<file path="config.mk">
export PLATFORM = sky130hd
export DESIGN_NAME = nmea_uart_rx
export DESIGN_NICKNAME = d
export VERILOG_FILES = /design/src/rtl/nmea_uart_rx.sv
export SDC_FILE = /design/constraint.sdc
export NUM_CORES = 1
export LEC_CHECK = 0
export BUFFER_PORTS_ARGS = -buffer_cell sky130_fd_sc_hd__buf_2
export CORE_MARGIN = 4
export CORE_UTILIZATION = 56
export DETAILED_ROUTE_END_ITERATION = 8
export PLACE_DENSITY_LB_ADDON = 0.08
export SYNTH_ARGS = -nofsm -noshare
export SYNTH_HDL_FRONTEND = slang
export SYNTH_SLANG_ARGS = --single-unit
export TNS_END_PERCENT = 50
</file>
<file path="constraint.sdc">
create_clock -name sclk -period 2 [get_ports sclk]
set_input_delay 0.4 -clock sclk [delete_from_list [all_inputs] [get_ports sclk]]
set_output_delay 0.4 -clock sclk [all_outputs]
set_load 0.03 [all_outputs]
</file>
<file path="src/rtl/nmea_uart_rx.sv">
// rtl/nmea_uart_rx.sv - 8N1 UART receiver, 16x oversampled with majority voting, feeding the NMEA parser.
// Emits one single-cycle dataReady per good byte; framing errors pulse frameErr and bump a saturating count.
module nmea_uart_rx #(
    parameter int SYSCLK_FREQ = 100_000_000,
    parameter int BAUD        = 9600
) (
    input  logic       sclk,
    input  logic       rst,
    input  logic       rx,
    output logic [7:0] dataByte,
    output logic       dataReady,
    output logic       frameErr,
    output logic [7:0] frameErrCnt,
    output logic       busy
);

    localparam int DIV   = (SYSCLK_FREQ + 8 * BAUD) / (16 * BAUD);
    localparam int DIV_W = (DIV > 1) ? $clog2(DIV) : 1;
    localparam logic [DIV_W-1:0] DIV_MAX = DIV_W'(DIV - 1);

    typedef enum logic [2:0] {
        S_IDLE,
        S_START,
        S_DATA,
        S_STOP,
        S_BREAK
    } state_t;

    logic             rx_meta_q;
    logic             rxs_q;
    logic             rxs_prev_q, rxs_prev_d;
    state_t           state_q, state_d;
    logic [DIV_W-1:0] div_q, div_d;
    logic [3:0]       tick_cnt_q, tick_cnt_d;
    logic [2:0]       bit_idx_q, bit_idx_d;
    logic [7:0]       shift_q, shift_d;
    logic [1:0]       samp_q, samp_d;
    logic [7:0]       data_byte_q, data_byte_d;
    logic             data_ready_q, data_ready_d;
    logic             frame_err_q, frame_err_d;
    logic [7:0]       err_cnt_q, err_cnt_d;
    logic             busy_q, busy_d;

    logic tick;
    logic vote;
    logic sample_end;
    logic wrap;

    assign tick       = (div_q == DIV_MAX);
    assign sample_end = tick && (tick_cnt_q == 4'd9);
    assign wrap       = tick && (tick_cnt_q == 4'd15);
    // Third vote is the live sample taken on tick 9 itself.
    assign vote = (samp_q[0] & samp_q[1]) | (samp_q[0] & rxs_q) | (samp_q[1] & rxs_q);

    always_comb begin
        state_d      = state_q;
        rxs_prev_d   = rxs_q;
        div_d        = tick ? '0 : div_q + 1'b1;
        tick_cnt_d   = tick ? tick_cnt_q + 4'd1 : tick_cnt_q;
        bit_idx_d    = bit_idx_q;
        shift_d      = shift_q;
        samp_d       = samp_q;
        data_byte_d  = data_byte_q;
        data_ready_d = 1'b0;
        frame_err_d  = 1'b0;
        err_cnt_d    = err_cnt_q;

        if (tick && (tick_cnt_q == 4'd7)) begin
            samp_d[0] = rxs_q;
        end
        if (tick && (tick_cnt_q == 4'd8)) begin
            samp_d[1] = rxs_q;
        end

        case (state_q)
            S_IDLE: begin
                // Restart the divider on the edge so ticks are phase-locked to the frame.
                if (rxs_prev_q && !rxs_q) begin
                    state_d    = S_START;
                    div_d      = '0;
                    tick_cnt_d = 4'd0;
                end
            end
            S_START: begin
                if (sample_end && vote) begin
                    state_d = S_IDLE;
                end else if (wrap) begin
                    state_d   = S_DATA;
                    bit_idx_d = 3'd0;
                end
            end
            S_DATA: begin
                if (sample_end) begin
                    shift_d[bit_idx_q] = vote;
                end
                if (wrap) begin
                    if (bit_idx_q == 3'd7) begin
                        state_d = S_STOP;
                    end else begin
                        bit_idx_d = bit_idx_q + 3'd1;
                    end
                end
            end
            S_STOP: begin
                // Leave mid stop bit so a back-to-back start edge is not missed.
                if (sample_end) begin
                    if (vote) begin
                        data_byte_d  = shift_q;
                        data_ready_d = 1'b1;
                        state_d      = S_IDLE;
                    end else begin
                        frame_err_d = 1'b1;
                        if (err_cnt_q != 8'hFF) begin
                            err_cnt_d = err_cnt_q + 8'd1;
                        end
                        tick_cnt_d = 4'd0;
                        state_d    = S_BREAK;
                    end
                end
            end
            S_BREAK: begin
                // tick_cnt doubles as the count of consecutive high ticks.
                if (!rxs_q) begin
                    tick_cnt_d = 4'd0;
                end else if (wrap) begin
                    state_d = S_IDLE;
                end
            end
            default: begin
                state_d = S_IDLE;
            end
        endcase

        busy_d = (state_d != S_IDLE);
    end

    always_ff @(posedge sclk) begin
        if (rst) begin
            rx_meta_q    <= 1'b1;
            rxs_q        <= 1'b1;
            rxs_prev_q   <= 1'b1;
            state_q      <= S_IDLE;
            div_q        <= '0;
            tick_cnt_q   <= 4'd0;
            bit_idx_q    <= 3'd0;
            shift_q      <= 8'd0;
            samp_q       <= 2'b11;
            data_byte_q  <= 8'd0;
            data_ready_q <= 1'b0;
            frame_err_q  <= 1'b0;
            err_cnt_q    <= 8'd0;
            busy_q       <= 1'b0;
        end else begin
            rx_meta_q    <= rx;
            rxs_q        <= rx_meta_q;
            rxs_prev_q   <= rxs_prev_d;
            state_q      <= state_d;
            div_q        <= div_d;
            tick_cnt_q   <= tick_cnt_d;
            bit_idx_q    <= bit_idx_d;
            shift_q      <= shift_d;
            samp_q       <= samp_d;
            data_byte_q  <= data_byte_d;
            data_ready_q <= data_ready_d;
            frame_err_q  <= frame_err_d;
            err_cnt_q    <= err_cnt_d;
            busy_q       <= busy_d;
        end
    end

    assign dataByte    = data_byte_q;
    assign dataReady   = data_ready_q;
    assign frameErr    = frame_err_q;
    assign frameErrCnt = err_cnt_q;
    assign busy        = busy_q;

endmodule

</file>
Yosys cells after proc, flatten, opt, wreduce, memory -nomap -nowiden

Cells that the tools add are included.

Muxes and demuxes: 29
Bitwise operators: 8
Equality and inequality tests: 15
Reductions and logical operators: 16
$add $sub $neg: 4
Order comparisons: 2

Operators with widths:

| kind                                                | number |
|---|---|
| 2-to-1 mux 3 bit                                    | 13 |
| 2-to-1 mux 10 bit                                   | 3 |
| 2-to-1 mux 4 bit                                    | 5 |
| case mux 3 bit (5 select lines)                     | 1 |
| equality test 4 bit, second input constant          | 3 |
| case mux 4 bit (3 select lines)                     | 1 |
| adder 10 x 1 -> 10 bit, second input constant       | 1 |
| equality test 10 bit, second input constant         | 1 |
| adder 8 x 1 -> 8 bit, second input constant         | 1 |
| bitwise mux 8 bit                                   | 1 |
| inequality test 2 bit, second input constant        | 4 |
| inequality test 8 bit, second input constant        | 1 |
| logical AND 1 bit                                   | 7 |
| equality test 3 x 2 -> 1 bit, second input constant | 2 |
| equality test 3 bit, second input constant          | 2 |
| case mux 3 bit (2 select lines)                     | 1 |
| AND reduction 5 bit                                 | 1 |
| adder 4 x 1 -> 4 bit, second input constant         | 1 |
| equality test 4 x 3 -> 1 bit, second input constant | 1 |
| < comparator 3 x 4 -> 1 bit, second input constant  | 1 |
| AND reduction 4 bit                                 | 1 |
| adder 3 x 1 -> 3 bit, second input constant         | 1 |
| bitwise AND 1 bit                                   | 3 |
| demux 1 bit (select 3 bit)                          | 1 |
| other kinds (12)                                    | 17 |

Input port bits: 3
Register bits: 52
Logic and storage cells: 89

Logic depth before layout (Yosys ltp)

Gate-level depths: netlist of run 1.

Depth in word-level cells: 7
Gate-level depth with buffers: 8

Least setup slack after synthesis of run 1

OpenSTA, ideal clock, no wires.

Path kind: register to register
Start: register div_q[0]
End: register busy_q, in the netlist busy
Setup time: 0.127 ns
Path buffers: 1
Clock period less this slack: 1.840 ns
Data arrival time: 1.713 ns
Cell stages (with the launch flop): 9
Slack: 0.160 ns
Data required time: 1.873 ns
Path through: dfxtp_1 -> inv_1 -> ha_1 -> and4bb_2 -> and3_1 -> buf_4 -> a31oi_2 -> a2111oi_4 -> or3_1

Word-level cells in the longest chain between the ends: 6
Elaborated cells between the ends (all ways): 12
Classes of those cells: eq/ne: 1; mux: 7; reduce/logical: 4

Ends and longest elaborated chain:

| item                                           | RTL line | RTL |
|---|---|---|
| start, declared                                | 33       | `logic [DIV_W-1:0] div_q, div_d;` |
| start signal, assigned                         | 158      | `div_q <= div_d;` |
| equality test 10 bit (*)                       | 49       | `assign tick = (div_q == DIV_MAX);` |
| logical AND 1 bit (on tied branches)           | 51, 50   |  |
| 2-to-1 mux 3 bit, or another cell as far along | 125      | `end else if (wrap) begin` |
| 2-to-1 mux 3 bit (on tied branches)            | 123, 85  |  |
| case mux 3 bit (5 select lines) (*)            | 75       | `case (state_q)` |
| nonzero test 3 bit (*)                         | 134      | `busy_d = (state_d != S_IDLE);` |
| end signal, assigned                           | 167      | `busy_q <= busy_d;` |
| end, declared                                  | 42       | `logic busy_q, busy_d;` |

Every way passes the cells marked *; elsewhere a longest branch is shown, timed or not.
A chain may end at the register's enable or synchronous reset.

Worst setup path after layout of run 1

Ends and elaborated chain as after synthesis.

==> metrics, run 1 <==
status=finished, final reports clean; Post-synth EDFFs=0; wire length of the first global-routing pass=7420 µm; Initial DRC Count=between 60 and 70; CTS Sinks=52; Finished Core Util=between 60% and 70%; post-CTS setup buffer count=0; sequential area share after synthesis=43.1%; Final Max Slew Viols=0; net count after synthesis=roughly 270; flop2flop setup slack=around 110 ps; Fin Setup TNS=0 ps; Max Buffers Root-to-Sink=2; Cell Pwr Density=slightly above 600 nW/µm²; Crit Path Max Fanout=5; final hold viol count=0; router iterations before antenna repair=4; global route overflow=0; worst hold margin=around 280 ps; Reg2Reg Depth=7; final worst path period share=94.3%; cell with the most instances after synthesis=dfxtp_1; detailed-route via count=roughly 1,800; Starting Density=between 50% and 60%; area post-placement=2570 µm²; clock latency on the worst-skew pair=around 300 ps; Hold EP=rx_meta_q; crit path DAT=approximately 2100 ps; row cnt=23; Reg power frac=between 60% and 70%; asr flop ratio synth=0%; Sequential Area=approximately 1000 µm²; Setup CP Type=register to register; CTS Buf Count=5; top cells by area, synth=dfxtp_1, mux2i_1, nor2_1, ha_1, xnor2_1; root buf cell=clkbuf_8; post-synthesis cell type count=between 40 and 50; Clock power frac=roughly 34%; final wirelength=roughly 4400 µm; WP data required=~2200 ps; vias per cell=approximately 5.5; DRC viols=0; Ports=22; htree depth=2; Net Switching=about 0.36 mW; Synth Flop Type=dfxtp_1; Pint=1.30 mW; Yosys reg bits=52; Cell Area, Synth=approximately 2400 µm²; initial antenna violation count=0; layout cells sized above 1=18.2%; post-route cell area=2670 µm²; Die X=approximately 74 µm; relative slew slack=between 60 and 70%; Synth top cells by count=dfxtp_1, nor2_1, mux2i_1; Die Area=5430 µm²; Critical Path End Type=register; CTS tree=built; CTS clock-pin slew for the worst setup and hold paths=approximately 90 ps; Worst Hold Launch=rx; FF-to-FF Start=div_q[0]; Setup-failing EPs final=0; crit path time final=1890 ps; area of the multi-input gates=between 1000 and 1500 µm²; area leader, netlist=dfxtp_1; hold depth=2; Cells after Synth=around 260; Max VDD drop=a little over 0.4 mV; Least-Margin Pin Slew=around 510 ps; Routed Antenna Nets=0; vias in the first global route=between 1,500 and 2,000; area grow syn2layout=10.5%; wire per inst=roughly 13 µm; worst hold path class=input pin to register; Post-CTS Hold Buffers=0; DP Cell Count=323; post-synth top area share=43.1%; P_leak=~1.2 nW; combinational power share=2.7%; area of the core=between 4000 and 5000 µm²; Setup Skew=about 4.2 ps; # fillers=332; IO Port Bufs=21; Diodes inserted=0; Post-Layout Cell Count=330; height of the die=between 70 and 80 µm; RD Place Congestion=between 0.8 and 0.9; YS warnings=0; Fmax=0.530 GHz; Final nets=approximately 290; net switching fraction of the power=a little over a fifth; synthesized area per cell=9.41 µm²; largest net degree at the start of global routing=23; max-cap violations=0; HPWL after DPL=between 3000 and 4000 µm; reg2reg end=busy; global router's overall resource usage=17.3%; critical path launch point type=register
## area by class of cell
class,instances,area share [%]
Sequential cell,52,39.0
Inverter,6,0.843
Tap cell,50,2.34
Timing Repair Buffer,28,5.90
Multi-Input combinational cell,187,49.0
Clock inverter,1,0.187
Clock buffer,6,2.72
## registers in the layout (all words and copies together), names as in the netlist, 2 cells and up
| register | flops |
|---|---|
| tick_cnt_q | 4 |
| samp_q | 2 |
| frameErrCnt | 8 |
| bit_idx_q | 3 |
| dataByte | 8 |
| div_q | 10 |
| state_q | 3 |
| shift_q | 8 |
## placed cells by master, fill, tap and decap left out, types with 9 or more instances in the layout
| master | instances |
|---|---|
| nand2_1 | 13 |
| dfxtp_1 | 52 |
| xnor2_1 | 10 |
| nand4_1 | 13 |
| buf_2 | 21 |
| nor2_1 | 40 |
| o21ai_0 | 9 |
| mux2i_1 | 16 |
## power by group through the flow
stage	logic, mW	clock network (mW)	registers [mW]
CTS	0.0455	0.575	1.06
detailed placement	0.0456	0	1.08
global placement	0.0448	0	1.08
global route	0.0501	0.615	1.06
finish	0.0449	0.557	1.06
floorplan	0.0342	0	1.08
## logic make-up after synthesis
group	share of synthesized area, %
multiplexers	6.63
buffers and inverters	3.52
AND/OR/NAND/NOR	28.4
AO/OA/AOI/OAI	7.30
adder cells (fa/ha/maj)	4.56
flip-flops	43.1
XOR/XNOR	6.52
## worst max-delay path: stages (launching register included)
cell and delay (ps):
dfxtp_1 400, inv_1 70, ha_1 200, and4bb_2 250, and3_1 200, a31oi_2 240
a2111oi_4 80, or3_1 330
## timing repair
action / CTS / global route
endpoints found under the setup margin: 0 / 10
gates resized for setup: 0 / 3
hold endpoints to repair: 0 / 0
## per-stage QoR
| stage | total power [mW] | setup slack [ps] |
|---|---|---|
| after global routing | 1.72 | -19.9 |
| after global placement | 1.12 | 145 |
| after floorplan | 1.11 | 160 |
| after detailed placement | 1.13 | 97.1 |
| after CTS | 1.68 | 69.7 |
| final | 1.66 | 115 |
## worst max-delay path by stage
stage	startpoint	end	slack, ps
3_5_place_dp	tick_cnt_q[0]	dataByte[3]	100
4_1_cts	tick_cnt_q[0]	dataByte[3]	70
6_report	div_q[0]	busy	110
2_1_floorplan	div_q[0]	busy	160
3_3_place_gp	tick_cnt_q[0]	dataByte[5]	150
5_1_grt	tick_cnt_q[0]	shift_q[3]	-20
## metal layers
layer	wire, µm	global-route usage (%)	vias up	part of all wire (%)
met1	2260	23.4	838	51
met5	0	0	-	0
li1	-	-	944	-
met4	68	7.85	0	1.5
met3	165	3.69	5	3.7
met2	1920	26.3	31	43
Note: power is estimated with default switching activity, not from simulation.
==> run 2, diff against run 1 <==
- BUFFER_PORTS_ARGS: -buffer_cell sky130_fd_sc_hd__buf_2 -> -buffer_cell sky130_fd_sc_hd__buf_4
==> metrics, run 2 (synthesis gave the netlist of run 1 again) <==
Critical Path End Type=register; max reg flops=10 (unchanged); initial antenna violation count=0 (unchanged); critical path launch point type=register; area grow syn2layout=12.3%; Hold EP=rx_meta_q; hold depth=2 (unchanged); Diodes inserted=0 (unchanged); most frequent cells in the layout=dfxtp_1, nor2_1, buf_4; Cell Pwr Density=610 nW/µm² (-1.8%); Least-Margin Pin Slew=533 ps (+26.9 ps); Initial DRC Count=79 (+16%); vias in the first global route=1,736 (+5.7%); CTS Sinks=52 (unchanged); Crit Path Max Fanout=5 (unchanged); htree depth=2 (unchanged); IO Port Bufs=21 (unchanged); CTS clock-pin slew for the worst setup and hold paths=90 ps (about the same); most common cell after layout, fill and taps aside=dfxtp_1; Starting Density=59.2% (unchanged); global route overflow=0 (unchanged); row cnt=23 (unchanged); final worst path period share=92.7% (-1.6 points); Worst path max stage delay=390 ps (about the same); crit path DAT=2040 ps (-30 ps); Final Max Slew Viols=0 (unchanged); worst hold path class=input pin to register; height of the die=73.7 µm (unchanged); area of the core=4090 µm² (unchanged); DRC viols=0 (unchanged); flop2flop setup slack=150 ps (+30 ps); wire length of the first global-routing pass=7760 µm (+4.6%); layout cells sized above 1=17.9% (-0.29 points); CP max stage cell=dfxtp_1; vias per cell=5.70 (+3.4%); Routed Antenna Nets=0 (unchanged); wire per inst=13.4 µm (+0.46%); Die Area=5430 µm² (unchanged); Ports=22 (unchanged); final hold viol count=0 (unchanged); Final nets=290 (-0.34%); post-CTS setup buffer count=0 (unchanged); root buf cell=clkbuf_8; Fin Setup TNS=0 ps (unchanged); Finished Core Util=66.4% (+1.1 points); P_leak=1.16 nW (-0.48%); relative slew slack=64.1% (-1.8 points); max-cap violations=0 (unchanged); reg2reg end=busy; Setup Skew=6.09 ps (+1.93 ps); FF-to-FF Start=div_q[0]; clock latency on the worst-skew pair=300 ps (about the same); router iterations before antenna repair=4 (unchanged); worst path cell trace=inv_1 -> ha_1 -> and4bb_2 -> and3_1 -> a31oi_2 -> a2111oi_4 -> or3_1; Max VDD drop=0.385 mV (-5.3%); status=finished, final reports clean; detailed-route via count=1,874 (+3.1%); global router's overall resource usage=18.0% (+0.65 points); Post-CTS Hold Buffers=0 (unchanged); HPWL after DPL=3160 µm (+1.8%); RSZ-0062 raised after global routing=false; Buf+Inv Stages, Crit Path=1 (unchanged); Max Buffers Root-to-Sink=2 (unchanged); Most flops, register=div_q; Setup CP Type=register to register; crit path time final=1850 ps (-31.8 ps); largest net degree at the start of global routing=37 (+61%); final wirelength=4420 µm (+0.16%); Die X=73.7 µm (unchanged); WP data required=2190 ps (about the same); Setup-failing EPs final=0 (unchanged); CTS Buf Count=5 (unchanged); Reg2Reg Depth=7 (unchanged); RD Place Congestion=0.844 (+1.6%); CTS tree=built; Worst Hold Launch=rx; cell family with most CP delay=simple AND/OR/NAND/NOR gates; Fmax=0.540 GHz (+1.7%)
==> run 2: cell types whose count changed in the layout (fill, tap and decap cells not counted), sizes merged <==
| cell | previous run | this run |
|---|---|---|
| buf | 28 | 27 |
==> run 2: timing repair <==
action                                 CTS  global route
endpoints found under the hold margin    0             0
setup endpoints to repair                0            10
gates resized for setup                  0             3
==> run 2: worst reg2reg max path, delay by kind of cell (launching register included) <==
kind	cells	cell delay, ps
compound gates	2	310
fa+ha+maj	1	200
simple gates	3	760
flops	1	390
buf+inv	1	70
==> run 2: metal layers <==
metal / track usage (%) / vias to the layer above / wire length (µm)
met5: 0 / - / 0
met1: 24.0 / 889 / 2130
met4: 7.04 / 0 / 43
li1: - / 943 / -
met2: 28.2 / 38 / 2020
met3: 3.69 / 4 / 223
==> run 2: worst max-delay path by stage <==
stage	startpoint	end	slack [ps]	cells after the start
finish	div_q[0]	busy	150	7
global route	tick_cnt_q[0]	shift_q[3]	20	7
CTS	tick_cnt_q[0]	dataByte[5]	70	6
detailed placement	tick_cnt_q[0]	dataByte[3]	90	6
global placement	tick_cnt_q[0]	dataByte[4]	150	6
floorplan	div_q[0]	busy	160	8
==> run 2: area by class of cell <==
cell class / count / area [µm²]
flip-flops and latches: 52 / 1040
fillers: 362 / 1370
inverters: 6 / 22.5
well taps: 50 / 62.6
multi-input cells: 187 / 1310
clock buffers: 6 / 72.6
clock inverters: 1 / 5.00
repair buffers: 27 / 203
==> run 2: report_power, final <==
group          total (mW)  leakage [nW]  switching [mW]  internal [mW]
Combinational      0.0441         0.703          0.0289         0.0152
Sequential           1.06         0.420          0.0111           1.04
Clock               0.557        0.0410           0.318          0.239
Total                1.66          1.16           0.358           1.30
==> run 2: metrics by stage <==
step	power (mW)	instances	cell area, µm²	hold WS (ps)	setup slack [ps]
2_1_floorplan	1.11	257	2420	389	160
3_3_place_gp	1.12	322	2620	395	147
3_5_place_dp	1.12	322	2620	398	88.2
4_1_cts	1.68	329	2700	276	68.9
5_1_grt	1.73	329	2720	275	20.9
6_report	1.66	329	2720	285	147
==> run 3, diff against run 2 <==
- BUFFER_PORTS_ARGS: -buffer_cell sky130_fd_sc_hd__buf_4 -> -buffer_cell sky130_fd_sc_hd__buf_2
- CORE_UTILIZATION: 56 -> 53
- clock period: 2 -> 1.55 ns (I/O delays scaled with it)
==> metrics, run 3 (synthesis gave the netlist of run 1 again) <==
initial antenna violation count=0 (unchanged); flop2flop setup slack=-200 ps (-340 ps); Setup Skew=11.6 ps (+5.48 ps); vias per cell=5.42 (-4.9%); FF-to-FF Start=tick_cnt_q[0]; critical path launch point type=register; setup ws final=-196 ps (-342 ps); Least-Margin Pin Slew=409 ps (-124 ps); Worst Hold Launch=rx; height of the die=75.5 µm (+2.5%); final wirelength=5370 µm (+21%); P_leak=1.51 nW (+29%); final hold viol count=0 (unchanged); Post-Layout Cell Count=377 (+15%); area of the core=4380 µm² (+7.3%); DP Cell Count=367 (+14%); Fin Setup TNS=-3170 ps (-3170 ps); Critical Path End Type=register; Reg2Reg Depth=6 (-1); CTS clock-pin slew for the worst setup and hold paths=100 ps (about the same); global route overflow=0 (unchanged); WP data required=1760 ps (-430 ps); router iterations before antenna repair=4 (unchanged); max-cap violations=0 (unchanged); detailed-route via count=2,042 (+9.0%); layout cells sized above 1=39.4% (+21 points); DP Worst Slack=-202 ps (-290 ps); vias in the first global route=1,857 (+7.0%); Diodes inserted=0 (unchanged); most frequent cells in the layout=dfxtp_1, buf_4, nor2_1; crit path time final=1750 ps (-108 ps); worst hold path class=input pin to register; largest net degree at the start of global routing=30 (-19%); reg2reg end=busy; Crit Path Max Fanout=4 (-1); Cell Pwr Density=739 nW/µm² (+21%); Finished Core Util=75.5% (+9.0 points); RSZ-0062 raised after global routing=true; Fmax=0.573 GHz (+6.2%); Final nets=335 (+16%); row cnt=24 (+4.3%); Die Area=5710 µm² (+5.0%); CTS tree=built; Initial DRC Count=86 (+8.9%); Final Max Slew Viols=0 (unchanged); Post-CTS Hold Buffers=0 (unchanged); status=finished with violations; Setup CP Type=register to register; Setup-failing EPs final=34 (+34); # fillers=317 (-12%); Most flops, register=div_q; hold depth=2 (unchanged); IO Port Bufs=21 (unchanged); CTS Buf Count=5 (unchanged); wire per inst=14.3 µm (+6.0%); Max VDD drop=0.428 mV (+11%); wire length of the first global-routing pass=8660 µm (+12%); CTS Sinks=52 (unchanged); crit path DAT=1950 ps (-90 ps); global router's overall resource usage=20.2% (+2.3 points); Routed Antenna Nets=0 (unchanged); clock latency on the worst-skew pair=310 ps (about the same); Ports=22 (unchanged); Hold EP=rx_meta_q; Max Buffers Root-to-Sink=2 (unchanged); final worst path period share=113% (+20 points); HPWL after DPL=3730 µm (+18%); DRC viols=0 (unchanged); max reg flops=10 (unchanged); htree depth=2 (unchanged); failing checks=setup timing; area grow syn2layout=36.9%; root buf cell=clkbuf_8; Starting Density=55.1% (-4.0 points); relative slew slack=72.5% (+8.5 points); Die X=75.5 µm (+2.5%); RD Place Congestion=0.845 (about the same)
run 3: metal layers:
layer / global-route usage (%) / wire [µm] / up-vias
li1: - / - / 1039
met1: 27.9 / 2490 / 944
met2: 30.3 / 2510 / 49
met3: 3.56 / 235 / 10
met4: 10.5 / 135 / 0
met5: 0 / 0 / -
run 3: report_power, final:
group,switching [mW],internal [mW]
combinational,0.0560,0.0486
clock,0.457,0.528
sequential,0.00984,1.35
run 3: how the worst max path moves through the flow:
stage                       start     endpoint  slack, ps  cells after the start
floorplan                div_q[0]  dataByte[0]       -180                      8
global placement         div_q[0]   shift_q[2]       -200                      8
detailed placement  tick_cnt_q[1]  dataByte[1]       -200                      8
CTS                 tick_cnt_q[0]  dataByte[1]       -140                      7
global route        tick_cnt_q[1]         busy       -250                      7
finish              tick_cnt_q[0]         busy       -200                      6
run 3: repair_timing:
item | 4_1_cts | 5_1_grt
endpoints found under the hold margin | 0 | 0
buffers inserted | 2 | 1
endpoints found under the setup margin | 37 | 37
pin swaps | 15 | 14
resized for setup | 29 | 16
cloned | 0 | 0
run 3: cell type report:
type,count,area [µm²],share of cell area [%]
multi-input cells,187,1510,45.6
flip-flops and latches,52,1050,31.9
repair buffers,72,537,16.2
clock buffers,6,82.6,2.50
well taps,52,65.1,1.97
clock inverters,2,38.8,1.17
inverters,6,22.5,0.681
run 3: through the flow:
stage	power (mW)	hold WS, ps	area, µm²
after CTS	2.46	169	3250
after global routing	2.53	178	3310
after detailed placement	1.48	395	2970
final	2.44	171	3310
after floorplan	1.44	389	2470
after global placement	1.48	396	2970
run 3: worst max-delay path: stages (launching register included):
cell,delay (ps)
dfxtp_4,400
ha_4,120
and3b_2,250
and4_4,260
o22a_1,170
a31oi_2,100
or3_1,340
